--- src/rtl/uart_rx_char.sv ---
// UART receiver: 8N1 deframing (8E1 when UART_RX_PARITY_EN is defined), presents each good byte
// on curr_char for HOLD_CYCLES clocks and then clears it to 8'h00.
//
// state     | meaning
// IDLE      | line idle, waiting for a synchronized low (start edge)
// START     | mid-start-bit check after 8 ticks, filters glitches
// DATA      | sampling 8 data bits, LSB first, one per 16 ticks
// PARITY    | sampling the even-parity bit (UART_RX_PARITY_EN only)
// STOP      | sampling the stop bit, accept or reject the byte
// WAIT_HIGH | bad frame seen, waiting for the line to return high
module uart_rx_char #(
  parameter int CLK_HZ      = 100_000_000,
  parameter int BAUD        = 9_600,
  parameter int HOLD_CYCLES = 1_000_000
) (
  input  logic       clk,
  input  logic       rst,
  input  logic       rx,
  output logic [7:0] curr_char,
  output logic       char_valid,
  output logic       frame_err
);

  localparam int DIV    = CLK_HZ / (BAUD * 16);
  localparam int DIV_W  = (DIV > 1) ? $clog2(DIV) : 1;
  localparam int HOLD_W = $clog2(HOLD_CYCLES + 1);

  localparam logic [2:0] S_IDLE   = 3'd0;
  localparam logic [2:0] S_START  = 3'd1;
  localparam logic [2:0] S_DATA   = 3'd2;
`ifdef UART_RX_PARITY_EN
  localparam logic [2:0] S_PARITY = 3'd3;
`endif
  localparam logic [2:0] S_STOP   = 3'd4;
  localparam logic [2:0] S_WAIT   = 3'd5;

  logic [2:0]        state;
  logic              rx_meta;
  logic              rx_sync;
  logic [DIV_W-1:0]  clk_cnt;
  logic [3:0]        tick_cnt;
  logic [2:0]        bit_cnt;
  logic [7:0]        shift;
  logic [HOLD_W-1:0] hold_cnt;
  logic              tick;
  logic              sample;
  logic              start_det;
  logic              stop_sample;
  logic              accept;
  logic              reject;

  always_ff @(posedge clk) begin
    if (rst) begin
      rx_meta <= 1'b1;
      rx_sync <= 1'b1;
    end else begin
      rx_meta <= rx;
      rx_sync <= rx_meta;
    end
  end

  assign start_det = (state == S_IDLE) && !rx_sync;
  assign tick      = (clk_cnt == '0);
  assign sample    = tick && (tick_cnt == 4'd0);

  // Down-counter reloaded on the start edge so every sample lands mid-bit.
  always_ff @(posedge clk) begin
    if (rst)
      clk_cnt <= '0;
    else if (start_det || tick)
      clk_cnt <= DIV_W'(DIV - 1);
    else
      clk_cnt <= clk_cnt - DIV_W'(1);
  end

`ifdef UART_RX_PARITY_EN
  logic par_bad;
  always_ff @(posedge clk) begin
    if (rst)
      par_bad <= 1'b0;
    else if ((state == S_PARITY) && sample)
      par_bad <= (^shift) ^ rx_sync;
  end
`else
  logic par_bad;
  assign par_bad = 1'b0;
`endif

  assign stop_sample = (state == S_STOP) && sample;
  assign accept      = stop_sample && rx_sync && !par_bad;
  assign reject      = stop_sample && !(rx_sync && !par_bad);

  always_ff @(posedge clk) begin
    if (rst) begin
      state    <= S_IDLE;
      tick_cnt <= 4'd0;
      bit_cnt  <= 3'd0;
      shift    <= 8'h00;
    end else begin
      if (tick && state != S_IDLE)
        tick_cnt <= (tick_cnt == 4'd0) ? 4'd15 : tick_cnt - 4'd1;
      case (state)
        S_IDLE: begin
          if (!rx_sync) begin
            state    <= S_START;
            tick_cnt <= 4'd7;
          end
        end
        S_START: begin
          if (sample) begin
            if (rx_sync) begin
              state <= S_IDLE;
            end else begin
              state   <= S_DATA;
              bit_cnt <= 3'd0;
            end
          end
        end
        S_DATA: begin
          if (sample) begin
            shift   <= {rx_sync, shift[7:1]};
            bit_cnt <= bit_cnt + 3'd1;
            if (bit_cnt == 3'd7) begin
`ifdef UART_RX_PARITY_EN
              state <= S_PARITY;
`else
              state <= S_STOP;
`endif
            end
          end
        end
`ifdef UART_RX_PARITY_EN
        S_PARITY: begin
          if (sample)
            state <= S_STOP;
        end
`endif
        S_STOP: begin
          if (sample)
            state <= accept ? S_IDLE : S_WAIT;
        end
        S_WAIT: begin
          if (rx_sync)
            state <= S_IDLE;
        end
        default: state <= S_IDLE;
      endcase
    end
  end

  // A new byte reloads the hold timer, so it takes priority over expiry.
  always_ff @(posedge clk) begin
    if (rst) begin
      curr_char  <= 8'h00;
      char_valid <= 1'b0;
      frame_err  <= 1'b0;
      hold_cnt   <= '0;
    end else begin
      char_valid <= accept;
      frame_err  <= reject;
      if (accept) begin
        curr_char <= shift;
        hold_cnt  <= HOLD_W'(HOLD_CYCLES);
      end else if (hold_cnt != '0) begin
        hold_cnt <= hold_cnt - HOLD_W'(1);
        if (hold_cnt == HOLD_W'(1))
          curr_char <= 8'h00;
      end
    end
  end

endmodule

--- config.mk ---
export PLATFORM = sky130hd
export DESIGN_NAME = uart_rx_char
export DESIGN_NICKNAME = d
export VERILOG_FILES = /design/src/rtl/uart_rx_char.sv
export SDC_FILE = /design/constraint.sdc
export NUM_CORES = 1
export LEC_CHECK = 0
export ABC_AREA = 1
export BUFFER_PORTS_ARGS = -buffer_cell sky130_fd_sc_hd__buf_2
export CAP_MARGIN = 20
export CORE_AREA = 2 2 68 96
export CTS_BUF_LIST = sky130_fd_sc_hd__clkbuf_2
export CTS_CLUSTER_DIAMETER = 80
export DETAILED_ROUTE_END_ITERATION = 16
export DIE_AREA = 0 0 70 98
export PLACE_DENSITY = 0.71
export SKIP_CTS_REPAIR_TIMING = 1
export SLEW_MARGIN = 20
export SYNTH_ARGS = -nofsm -noshare
export SYNTH_HDL_FRONTEND = slang
export SYNTH_SLANG_ARGS = --single-unit
export TNS_END_PERCENT = 100
--- constraint.sdc ---
create_clock -name clk -period 2.06 [get_ports clk]
set_input_delay 0.412 -clock clk [delete_from_list [all_inputs] [get_ports clk]]
set_output_delay 0.412 -clock clk [all_outputs]
set_load 0.01 [all_outputs]
-- Word-level counts from Yosys, hierarchy flattened
Index checks and enable logic that the tools add are counted.
- add/subtract/negate cells: 4
- equality and inequality tests: 13
- reduce and logical (&&, ||, !) cells: 22
- muxes and demuxes: 23
- operators by type and width (operator ; count):
    $mux 20 ; 2
    $mux 3 ; 10
    $mux 8 ; 3
    $eq 20x1->1 const B ; 1
    $reduce_bool 20->1 ; 1
    $sub 20x1->20 const B ; 1
    $mux 4 ; 4
    $pmux 3 s5 ; 1
    $ne 2x2->1 const B ; 7
    $logic_not 10->1 ; 1
    $mux 10 ; 1
    $sub 10x1->10 const B ; 1
    $eq 3x3->1 const B ; 3
    $logic_and 1x1->1 ; 6
    $pmux 3 s2 ; 1
    $reduce_and 6->1 ; 1
    $reduce_bool 2->1 ; 3
    $logic_not 4->1 ; 1
    $reduce_and 2->1 ; 2
    $reduce_and 4->1 ; 1
    $reduce_or 2->1 ; 2
    $sub 4x1->4 const B ; 1
    $add 3x1->3 const B ; 1
    $eq 3x1->1 const B ; 1
    6 further kinds ; 6
- input port bits: 3
- register bits: 60

-- Longest topological paths before layout
Gate-level depths: netlist of run 1.
- depth in word-level cells: 7
- mapped depth: 11
- mapped depth without buffers: 11

-- Least setup slack after synthesis of run 1
OpenSTA, ideal clock, no wires.
- path kind: reg-to-reg
- start: register clk_cnt[0]
- end: register curr_char[1]
- arrival time: 1427 ps
- path slack: 520 ps
- setup time: 113 ps
- stages on the path, launching flop included: 11
- buffers on the path: 1
- path through: dfxtp_1 -> inv_1 -> ha_1 -> nand2_2 -> nor2_4 -> nand3_4 -> inv_4 -> nand3_4 -> nand2_4 -> buf_12 -> o21ai_2
- cells in the longest elaborated chain, start to end: 6
- elaborated cells on any way between the ends: 8
- those cells by class: mux (1); reduce/logical (7)
- RTL lines (what ; RTL line ; source):
    from (decl) ; 40 ; logic [DIV_W-1:0] clk_cnt;
    from (signal assigned) ; 71 ; clk_cnt <= DIV_W'(DIV - 1);
    from (signal assigned) ; 73 ; clk_cnt <= clk_cnt - DIV_W'(1);
    $logic_not 10->1 * ; 63 ; assign tick = (clk_cnt == '0);
    $logic_and 1x1->1 * ; 64 ; assign sample = tick && (tick_cnt == 4'd0);
    $logic_and 1x1->1 * ; 89 ; assign stop_sample = (state == S_STOP) && sample;
    $logic_and 1x1->1 * ; 90 ; assign accept = stop_sample && rx_sync && !par_bad;
    $reduce_bool 2->1 (no source line) ; - ;
    $reduce_and 2->1 (no source line) ; - ;
    to (signal assigned) ; 162 ; curr_char <= shift;
    to (decl) ; 19 ; output logic [7:0] curr_char,
Every way passes the cells marked *; elsewhere a longest branch is shown, timed or not.
A chain may end at the register's enable or synchronous reset.

-- Final worst setup path of run 1
- start: register hold_cnt[0]
- end: register hold_cnt[9]
- cells in the longest elaborated chain, start to end: 3
- elaborated cells on any way between the ends: 5
- those cells by class: add/sub (1); mux (2); reduce/logical (2)
- RTL lines (what ; RTL line ; source):
    from (decl) ; 44 ; logic [HOLD_W-1:0] hold_cnt;
    from (signal assigned) ; 163 ; hold_cnt <= HOLD_W'(HOLD_CYCLES);
    from (signal assigned) ; 165 ; hold_cnt <= hold_cnt - HOLD_W'(1);
    $sub 20x1->20 ; 165 ;
    $mux 20 ; 164 ; end else if (hold_cnt != '0) begin
    $mux 20 ; 161 ; if (accept) begin
Parallel ways exist; a longest one is shown, timed or not. The select of a mux whose other input is x is not followed.

==> results of run 1 <==
cell families (layout without fill, tap and decap cells):
| group | Yosys count | after routing | share of synthesized area |
|---|---|---|---|
| simple gates | 209 | 209 | 0.332 |
| flops | 60 | 60 | 0.412 |
| compound gates | 61 | 61 | 0.122 |
| buf+inv | 53 | 75 | 0.0790 |
| fa+ha+maj | 7 | 7 | 0.0301 |
| xor+xnor | 8 | 8 | 0.0241 |
final timing paths:
kind	start	endpoint	slack (ns)	cells past startpoint
worst max register to register	hold_cnt[0]	hold_cnt[9]	0.25	9
worst max-delay path	hold_cnt[0]	hold_cnt[9]	0.25	9
worst min register to register	rx_meta	rx_sync	0.43	1
worst min-delay path	rx	rx_meta	0.1	2
Yosys cell counts, drive strengths merged:
master,instances
xnor2,4
nand3,22
nand2,94
buf,4
a21o,1
nor3,9
nor3b,1
o211ai,2
or4,1
nor2,68
ha,7
o21ai,28
inv,47
xor2,4
dfxtp,60
nand3b,1
or2,5
clkbuf,2
nor4,2
o31ai,1
a31oi,1
a21oi,26
nand4,6
o21bai,2
flip-flops by register name, indices dropped and copies added (netlist names):
register / cells
shift: 8
rx_sync: 1
clk_cnt: 10
bit_cnt: 3
char_valid: 1
frame_err: 1
state: 3
rx_meta: 1
tick_cnt: 4
curr_char: 8
hold_cnt: 20
layer usage:
layer  vias up  GRT usage  share of wire
met4         0     0.0917          0.011
met3         4     0.0454          0.030
li1       1316          -              -
met2        31      0.319           0.52
met5         -          0              0
met1      1136      0.207           0.44
placed cells by master, fill, tap and decap left out, types with 2 or more instances in the layout:
cell and n:
nand2_1 91, nor2_1 61, nor2_2 3, dfxtp_1 60
o211ai_1 2, clkbuf_2 9, xor2_1 4, or2_2 4
nand3_4 3, clkinvlp_4 2, clkinv_2 2, nor3_1 9
nor2_4 3, nand4_1 6, buf_2 12, nand2_2 2
o21ai_2 9, xnor2_1 4, inv_2 3, o21bai_1 2
inv_1 43, nand3_1 19, ha_1 7, o21ai_0 19
a21oi_1 26, nor4_1 2
power breakdown:
part	internal (mW)	total [mW]	switching, mW
Sequential	1.44	1.68	0.239
Combinational	0.799	2.27	1.47
Clock	0.273	0.729	0.456
Total	2.51	4.68	2.16
cell type report:
class / count / area share
repair buffers: 12 / 0.0192
clock buffers: 9 / 0.0144
well taps: 72 / 0.0288
clock inverters: 7 / 0.0216
flip-flops and latches: 60 / 0.384
inverters: 47 / 0.0573
multi-input cells: 285 / 0.474
stage by stage:
step,hold WS [ns],instances,cell area (sq um),utilization
after floorplan,0.389,398,2910,-
after global placement,0.393,476,3010,0.499
after detailed placement,0.397,476,3010,0.499
after CTS,0.0684,492,3120,0.517
after global routing,0.0632,492,3120,0.517
final,0.0978,492,3120,0.517
==> summary.txt, run 1 <==
Floorplan
  – Core ar.: 6040 sq um
  – FP Rows: 34
  – IO Pins: 13
  – Initial Utilization: 0.482
  – Width of the die: 70 um
  – DIE AREA: 6860 sq um
  – Die height: 98 um

Routing
  – Total number of vias: 2487
  – WL/cell: 11.7 um
  – DRT Wirelength: 5.76 mm
  – Vias/cell: 5.05
  – Drt first pass iters: 4
  – Initial DRC Count: 121
  – ANT nets after route: 0
  – DRC errors left: 0

Clock network
  – Clk_lat worst skew: 0.50 ns
  – Root Driver: clkbuf_2
  – Htree depth: 3
  – CTS sink cnt: 60
  – TritonCTS clock tree: built
  – CTS max path bufs: 2
  – Clock-pin slew on the worst setup and hold paths: 0.18 ns
  – Cts bufs inserted: 9

Placed design
  – Post-DP HPWL: 4.19 mm
  – PortBufs: 12
  – Routability cong.: 0.842
  – Pre-CTS setup slack: 0.298 ns

GRT
  – Global-route usage over all layers: 0.184
  – Largest net degree at the start of global routing: 22
  – Total grt overflow: 0
  – Vias in the first global route: 2454
  – Initial antenna violation count: 0
  – First-pass GRT wire length: 10.2 mm

Power
  – Leak: 1.44 nW
  – Pwr per Cell Area: 1500 nW/um^2
  – Max VDD drop: 0.664 mV
  – Final Total Pwr: 4.68 mW

Timing
  – Endpoints failing setup: 0
  – Slew HR: 0.696
  – Worst clock skew: 0.0251 ns
  – Final setup margin: 0.252 ns
  – Period utilisation layout: 0.877
  – Fmax: 553 MHz
  – Fin crit period: 1.81 ns
  – RSZ-0062 raised after global routing: no
  – Slew Limit Fails: 0
  – Setup TNS: 0 ns
  – Worst Max-Slew Pin Slew: 0.453 ns
  – Fin. Hold Viols: 0

Finish
  – Layout area overhead: 7.26%
  – Seq. cell area: 1200 sq um
  – Share of cells above drive strength 1: 0.138
  – Area taken by multi-input logic gates: 1480 sq um
  – ANT cells: 0
  – Filler cell count in the final layout: 611
  – # nets final: 425

Synthesis
  – Gate Count Post-Synth: 398
  – Synthesized Nets: 408
  – Top post-synthesis cells by area: dfxtp_1 41%, nand2_1 12%, nor2_1 7.9%
  – Syn Std Cell Area: 2910 sq um
  – Yosys cell types: 37
  – Top-area cell type share of the netlist area: 0.412
  – Sequential area share after synthesis: 0.412
  – Syn avg cell area: 7.32 sq um
  – Yosys reg bits: 60
  – Synth warnings: 0
  – Leading area contributor after synthesis: dfxtp_1

Worst setup path
  – CP bufs+invs: 1
  – Endpoint class of the critical path: flop
  – Crit path DAT: 2.21 ns
  – Setup crit start kind: flop
  – CP Class: flop to flop
  – Crit path max fanout: 10
  – CP peak stage delay: 0.37 ns
  – Most frequent CP cell: nand2_1
  – CP max-delay cell: dfxtp_1
  – Worst Path Required: 2.46 ns
  – Top delay family on crit path: simple AND/OR/NAND/NOR gates
  – Cell Chain, Critical Path: inv_1 -> ha_1 -> nand2_2 -> nor2_4 -> nand3_4 -> nand2_1 -> a21oi_1 -> o21ai_0 -> nand2_1

Run
  – Max-Cap Viols: 0

Outcome
  – Outcome: finished, final reports clean

Min path
  – HP Class: primary input to flop
(Power assumes the default switching activity.)
==> run 2: changes to the inputs <==
--- a/config.mk
+++ b/config.mk
@@ -8,12 +8,14 @@
 export ABC_AREA = 1
 export BUFFER_PORTS_ARGS = -buffer_cell sky130_fd_sc_hd__buf_2
 export CAP_MARGIN = 20
-export CORE_AREA = 2 2 68 96
+export CELL_PAD_IN_SITES_DETAIL_PLACEMENT = 2
+export CELL_PAD_IN_SITES_GLOBAL_PLACEMENT = 2
+export CORE_AREA = 2 2 78 110
 export CTS_BUF_LIST = sky130_fd_sc_hd__clkbuf_2
 export CTS_CLUSTER_DIAMETER = 80
 export DETAILED_ROUTE_END_ITERATION = 16
-export DIE_AREA = 0 0 70 98
-export PLACE_DENSITY = 0.71
+export DIE_AREA = 0 0 80 112
+export PLACE_DENSITY = 0.86
 export SKIP_CTS_REPAIR_TIMING = 1
 export SLEW_MARGIN = 20
 export SYNTH_ARGS = -nofsm -noshare
==> run 2 against run 1 <==
Against the previous run: final cell count increased by 6.7%; combinational power increased by 7%; sequential cell count unchanged; via count increased by 6.2%; non-clock buffer count increased by 3; clock skew decreased by 0.0018 ns; worst setup slack got worse by 0.042 ns; first-iteration DRC count decreased by 49%; critical path depth decreased by 1; power increased by 4.7%; critical path type unchanged; largest power group unchanged.
==> summary.txt, run 2 (synthesized netlist as in run 1, its figures left out) <==
Outcome
  – Outcome: finished, final reports clean (unchanged)

Floorplan
  – Die height: 112 um (was 98 um)
  – FP Rows: 39 (was 34)
  – IO Pins: 13 (unchanged)
  – Width of the die: 80 um (was 70 um)
  – Core ar.: 8000 sq um (was 6040 sq um)
  – DIE AREA: 8960 sq um (was 6860 sq um)
  – Initial Utilization: 0.364 (was 0.482)

Worst setup path
  – CP max-delay cell: dfxtp_1 (unchanged)
  – Top delay family on crit path: simple AND/OR/NAND/NOR gates (unchanged)
  – CP Class: flop to flop (unchanged)
  – Setup crit start kind: flop (unchanged)
  – Crit path launch: hold_cnt[0] (unchanged)
  – FF-to-FF Start: hold_cnt[0] (unchanged)
  – Cell Chain, Critical Path: inv_1 -> ha_1 -> nand2_2 -> nor2_4 -> nand3_4 -> nand2_1 -> o21ai_0 -> nor3b_2 (was inv_1 -> ha_1 -> nand2_2 -> nor2_4 -> nand3_4 -> nand2_1 -> a21oi_1 -> o21ai_0 -> nand2_1)
  – Endpoint class of the critical path: flop (unchanged)
  – Worst Path Required: 2.49 ns (was 2.46 ns)
  – CP peak stage delay: 0.37 ns (about the same)
  – Worst-case reg-to-reg path depth: 8 (was 9)
  – Crit path max fanout: 10 (unchanged)
  – Reg2reg end: hold_cnt[15] (was hold_cnt[9])
  – Crit path DAT: 2.28 ns (was 2.21 ns)
  – Worst setup path endpoint: hold_cnt[15] (was hold_cnt[9])
  – Crit path depth: 8 (was 9)
  – CP bufs+invs: 1 (unchanged)
  – R2R Setup Slk: 0.21 ns (was 0.25 ns)

Finish
  – Number of flip-flops in the largest register: 20 (unchanged)
  – Share of cells above drive strength 1: 0.144 (was 0.138)
  – Commonest cells after routing, fill and taps aside: 91 x nand2_1, 61 x nor2_1, 60 x dfxtp_1 (unchanged)
  – Most common cell after layout, fill and taps aside: nand2_1 (unchanged)
  – Finished Layout Cells: 525 (was 492)
  – ANT cells: 0 (unchanged)
  – Filler cell count in the final layout: 982 (was 611)
  – Core Util, Final: 0.399 (was 0.517)
  – # nets final: 428 (was 425)
  – Layout area overhead: 9.49% (was 7.26%)
  – Area taken by multi-input logic gates: 1480 sq um (unchanged)
  – Biggest regs: hold_cnt x20, clk_cnt x10 (unchanged)
  – Largest reg by FF count: hold_cnt (unchanged)
  – Seq. cell area: 1200 sq um (unchanged)

Clock network
  – CTS max path bufs: 2 (unchanged)
  – Cts bufs inserted: 9 (unchanged)
  – TritonCTS clock tree: built (unchanged)
  – Clock-pin slew on the worst setup and hold paths: 0.19 ns (was 0.18 ns)
  – Root Driver: clkbuf_2 (unchanged)
  – Htree depth: 3 (unchanged)
  – Clk_lat worst skew: 0.54 ns (was 0.50 ns)
  – CTS sink cnt: 60 (unchanged)

Routing
  – Total number of vias: 2642 (was 2487)
  – WL met1: 3.30 mm (was 2.55 mm)
  – Metal2 WL: 4.52 mm (was 2.98 mm)
  – DRC errors left: 0 (unchanged)
  – Met3 wire length: 134 um (was 173 um)
  – DRT Wirelength: 8.10 mm (was 5.76 mm)
  – Top layer in use: met4 (unchanged)
  – WL/cell: 15.4 um (was 11.7 um)
  – Vias/cell: 5.03 (was 5.05)
  – Initial DRC Count: 62 (was 121)
  – Drt first pass iters: 4 (unchanged)
  – ANT nets after route: 0 (unchanged)

Timing
  – RSZ-0062 raised after global routing: no (unchanged)
  – Fin crit period: 1.85 ns (was 1.81 ns)
  – Fin. Hold Viols: 0 (unchanged)
  – Worst clock skew: 0.0232 ns (was 0.0251 ns)
  – Slew HR: 0.703 (was 0.696)
  – Setup TNS: 0 ns (unchanged)
  – Fmax: 541 MHz (was 553 MHz)
  – Slew Limit Fails: 0 (unchanged)
  – Endpoints failing setup: 0 (unchanged)
  – Period utilisation layout: 0.898 (was 0.877)
  – Worst Max-Slew Pin Slew: 0.443 ns (was 0.453 ns)

Placed design
  – PortBufs: 12 (unchanged)
  – Placed cells: 508 (was 476)
  – Routability cong.: 0.835 (was 0.842)
  – Post-DP HPWL: 6.07 mm (was 4.19 mm)

Power
  – Leak: 1.45 nW (was 1.44 nW)
  – Pwr per Cell Area: 1540 nW/um^2 (was 1500 nW/um^2)
  – Max VDD drop: 0.656 mV (was 0.664 mV)

GRT
  – Vias in the first global route: 3007 (was 2454)
  – Largest net degree at the start of global routing: 22 (unchanged)
  – Global-route usage over all layers: 0.204 (was 0.184)
  – Total grt overflow: 0 (unchanged)
  – First-pass GRT wire length: 14.1 mm (was 10.2 mm)
  – Initial antenna violation count: 0 (unchanged)

Run
  – Max-Cap Viols: 0 (unchanged)

Min path
  – HP Class: primary input to flop (unchanged)
## run 2: stage by stage
step | setup slack (ns) | hold slack (ns) | area, sq um | total power [mW]
after floorplan | 0.520 | 0.389 | 2910 | 3.53
after global placement | 0.279 | 0.391 | 3060 | 3.98
after detailed placement | 0.218 | 0.404 | 3060 | 4.15
after CTS | 0.196 | -0.000198 | 3180 | 4.96
after global routing | 0.00602 | 0.275 | 3190 | 5.40
final | 0.211 | 0.266 | 3190 | 4.90
## run 2: final cells by class
cell class	instances	area share
clock inverters	6	0.0204
well taps	102	0.0400
multi-input cells	285	0.464
clock buffers	10	0.0157
repair buffers	15	0.0267
flip-flops and latches	60	0.377
inverters	47	0.0561
## run 2: how the worst min path moves through the flow
stage / startpoint / slack, ns / end / cells after the start
2_1_floorplan: rx_meta / 0.39 / rx_sync / 1
3_3_place_gp: rx_meta / 0.39 / rx_sync / 1
3_5_place_dp: rx_meta / 0.40 / rx_sync / 1
4_1_cts: rx / -0.0002 / rx_meta / 2
5_1_grt: rst / 0.27 / tick_cnt[1] / 4
6_report: rst / 0.27 / tick_cnt[1] / 4
## run 2: tightest hold or removal path, stage by stage
cell     delay, ns
buf_2         0.09
inv_2         0.14
nand2_1       0.11
inv_1         0.03
## run 2: layer usage
metal	global-route usage	vias to the layer above
li1	-	1321
met1	0.216	1294
met2	0.380	17
met3	0.0421	10
met4	0.0836	0
met5	0	-
## run 2: report_power, final
group          switching [mW]  internal, mW
Combinational            1.63         0.804
Clock                   0.490         0.280
Sequential              0.248          1.44
==> run 3: changes to the inputs <==
--- a/config.mk
+++ b/config.mk
@@ -10,12 +10,13 @@
 export CAP_MARGIN = 20
 export CELL_PAD_IN_SITES_DETAIL_PLACEMENT = 2
 export CELL_PAD_IN_SITES_GLOBAL_PLACEMENT = 2
-export CORE_AREA = 2 2 78 110
-export CTS_BUF_LIST = sky130_fd_sc_hd__clkbuf_2
+export CORE_AREA = 2 2 81 113
+export CTS_BUF_LIST = sky130_fd_sc_hd__clkbuf_4 sky130_fd_sc_hd__clkbuf_8 sky130_fd_sc_hd__clkbuf_16
 export CTS_CLUSTER_DIAMETER = 80
 export DETAILED_ROUTE_END_ITERATION = 16
-export DIE_AREA = 0 0 80 112
-export PLACE_DENSITY = 0.86
+export DIE_AREA = 0 0 83 115
+export PLACE_DENSITY = 0.82
+export REMOVE_ABC_BUFFERS = 1
 export SKIP_CTS_REPAIR_TIMING = 1
 export SLEW_MARGIN = 20
 export SYNTH_ARGS = -nofsm -noshare
==> run 3 against run 2 <==
Against the previous run: design area grew 6.1%; sequential share of layout area shrank 2.2 points; non-clock buffer count is the same; critical path type unchanged; power grew 17%.
==> summary.txt, run 3 (synthesized netlist as in run 1, its figures left out) <==
Timing
  – Endpoints failing setup: 0 (unchanged)
  – Worst clock skew: 0.00500 ns (was 0.0232 ns)
  – RSZ-0062 raised after global routing: no (unchanged)
  – Fin. Hold Viols: 0 (unchanged)
  – Slew HR: 0.705 (was 0.703)
  – Period utilisation layout: 0.893 (was 0.898)
  – Setup TNS: 0 ns (unchanged)
  – Fin crit period: 1.84 ns (was 1.85 ns)
  – Fin Hold WS: 0.269 ns (was 0.266 ns)
  – Slew Limit Fails: 0 (unchanged)
  – Fmax: 544 MHz (was 541 MHz)
  – Worst Max-Slew Pin Slew: 0.439 ns (was 0.443 ns)

Power
  – Final Total Pwr: 5.72 mW (was 4.90 mW)
  – Max VDD drop: 0.739 mV (was 0.656 mV)
  – Pwr per Cell Area: 1690 nW/um^2 (was 1540 nW/um^2)
  – Leak: 1.54 nW (was 1.45 nW)

Finish
  – Most common cell after layout, fill and taps aside: nand2_1 (unchanged)
  – Filler cell count in the final layout: 1010 (was 982)
  – Number of flip-flops in the largest register: 20 (unchanged)
  – Layout area overhead: 16.2% (was 9.49%)
  – Largest reg by FF count: hold_cnt (unchanged)
  – Area taken by multi-input logic gates: 1480 sq um (unchanged)
  – # nets final: 428 (unchanged)
  – Commonest cells after routing, fill and taps aside: 91 x nand2_1, 61 x nor2_1, 60 x dfxtp_1 (unchanged)
  – ANT cells: 0 (unchanged)
  – Biggest regs: hold_cnt x20, clk_cnt x10 (unchanged)
  – Seq. cell area: 1200 sq um (unchanged)
  – Share of cells above drive strength 1: 0.147 (was 0.144)

Clock network
  – CTS max path bufs: 2 (unchanged)
  – Htree depth: 3 (unchanged)
  – Clk_lat worst skew: 0.33 ns (was 0.54 ns)
  – Clock-pin slew on the worst setup and hold paths: 0.05 ns (was 0.19 ns)
  – CTS sink cnt: 60 (unchanged)
  – Root Driver: clkbuf_16 (was clkbuf_2)
  – Cts bufs inserted: 9 (unchanged)
  – TritonCTS clock tree: built (unchanged)

Routing
  – DRC errors left: 0 (unchanged)
  – WL/cell: 15.9 um (was 15.4 um)
  – Total number of vias: 2653 (was 2642)
  – DRT Wirelength: 8.41 mm (was 8.10 mm)
  – ANT nets after route: 0 (unchanged)
  – Vias/cell: 5.02 (was 5.03)
  – Drt first pass iters: 4 (unchanged)
  – Initial DRC Count: 60 (was 62)

Worst setup path
  – Worst-case reg-to-reg path depth: 9 (was 8)
  – CP Class: flop to flop (unchanged)
  – R2R Setup Slk: 0.22 ns (was 0.21 ns)
  – Crit path max fanout: 21 (was 10)
  – Worst setup path endpoint: curr_char[0] (was hold_cnt[15])
  – Crit path DAT: 2.05 ns (was 2.28 ns)
  – Reg2reg end: curr_char[0] (was hold_cnt[15])
  – FF-to-FF Start: clk_cnt[0] (was hold_cnt[0])
  – Setup crit start kind: flop (unchanged)
  – Crit path launch: clk_cnt[0] (was hold_cnt[0])
  – Endpoint class of the critical path: flop (unchanged)
  – Worst Path Required: 2.27 ns (was 2.49 ns)

Placed design
  – Post-DP HPWL: 6.01 mm (was 6.07 mm)
  – PortBufs: 12 (unchanged)
  – Routability cong.: 0.748 (was 0.835)

Floorplan
  – Core ar.: 8560 sq um (was 8000 sq um)
  – Width of the die: 83 um (was 80 um)
  – IO Pins: 13 (unchanged)
  – Initial Utilization: 0.340 (was 0.364)
  – FP Rows: 40 (was 39)
  – Die height: 115 um (was 112 um)
  – DIE AREA: 9550 sq um (was 8960 sq um)

GRT
  – Global-route usage over all layers: 0.192 (was 0.204)
  – Total grt overflow: 0 (unchanged)
  – Initial antenna violation count: 0 (unchanged)
  – Vias in the first global route: 2972 (was 3007)
  – Largest net degree at the start of global routing: 22 (unchanged)
  – First-pass GRT wire length: 14.5 mm (was 14.1 mm)

Run
  – Max-Cap Viols: 0 (unchanged)

Outcome
  – Outcome: finished, final reports clean (unchanged)

Min path
  – HP Class: primary input to flop (unchanged)
  – Worst hold start: rx (was rst)
-- run 3: power by group --
group	internal, mW	switching, mW	total (mW)
clock	1.01	0.533	1.54
combinational	0.813	1.66	2.47
sequential	1.45	0.256	1.70
total	3.27	2.45	5.72
-- run 3: worst max-delay path, stage by stage (launching register included) --
cell,delay (ns)
dfxtp_1,0.33
inv_1,0.08
ha_1,0.20
nand2_2,0.11
nor2_4,0.19
nand3_4,0.14
inv_4,0.11
nand3_4,0.12
nand2_4,0.30
o21ai_2,0.11
-- run 3: worst min-delay path by stage --
| stage | to | slack (ns) | cells past startpoint |
|---|---|---|---|
| floorplan | rx_sync | 0.39 | 1 |
| global placement | rx_sync | 0.39 | 1 |
| detailed placement | rx_sync | 0.42 | 1 |
| CTS | rx_meta | 0.26 | 2 |
| global route | rx_meta | 0.27 | 2 |
| finish | rx_meta | 0.27 | 2 |
-- run 3: per-layer routing --
metal  wire length [um]  up-vias  global-route usage
li1                   -     1318                   -
met1               3430     1288               0.204
met2               4590       31               0.365
met4                223        0              0.0951
met5                  0        -                   0
met3                172       16              0.0323
-- run 3: cell type report --
class / instances / share of cell area
repair buffers: 15 / 0.0244
flip-flops and latches: 60 / 0.355
clock buffers: 12 / 0.0769
multi-input cells: 285 / 0.438
inverters: 47 / 0.0529
well taps: 105 / 0.0388
clock inverters: 4 / 0.0141
-- run 3: metrics by stage --
step	setup slack, ns	util	instances	cell area [sq um]
after floorplan	0.507	-	392	2860
after global placement	0.336	0.359	512	3080
after detailed placement	0.231	0.359	512	3080
after CTS	0.187	0.395	528	3380
after global routing	0.0774	0.395	528	3380
final	0.221	0.395	528	3380
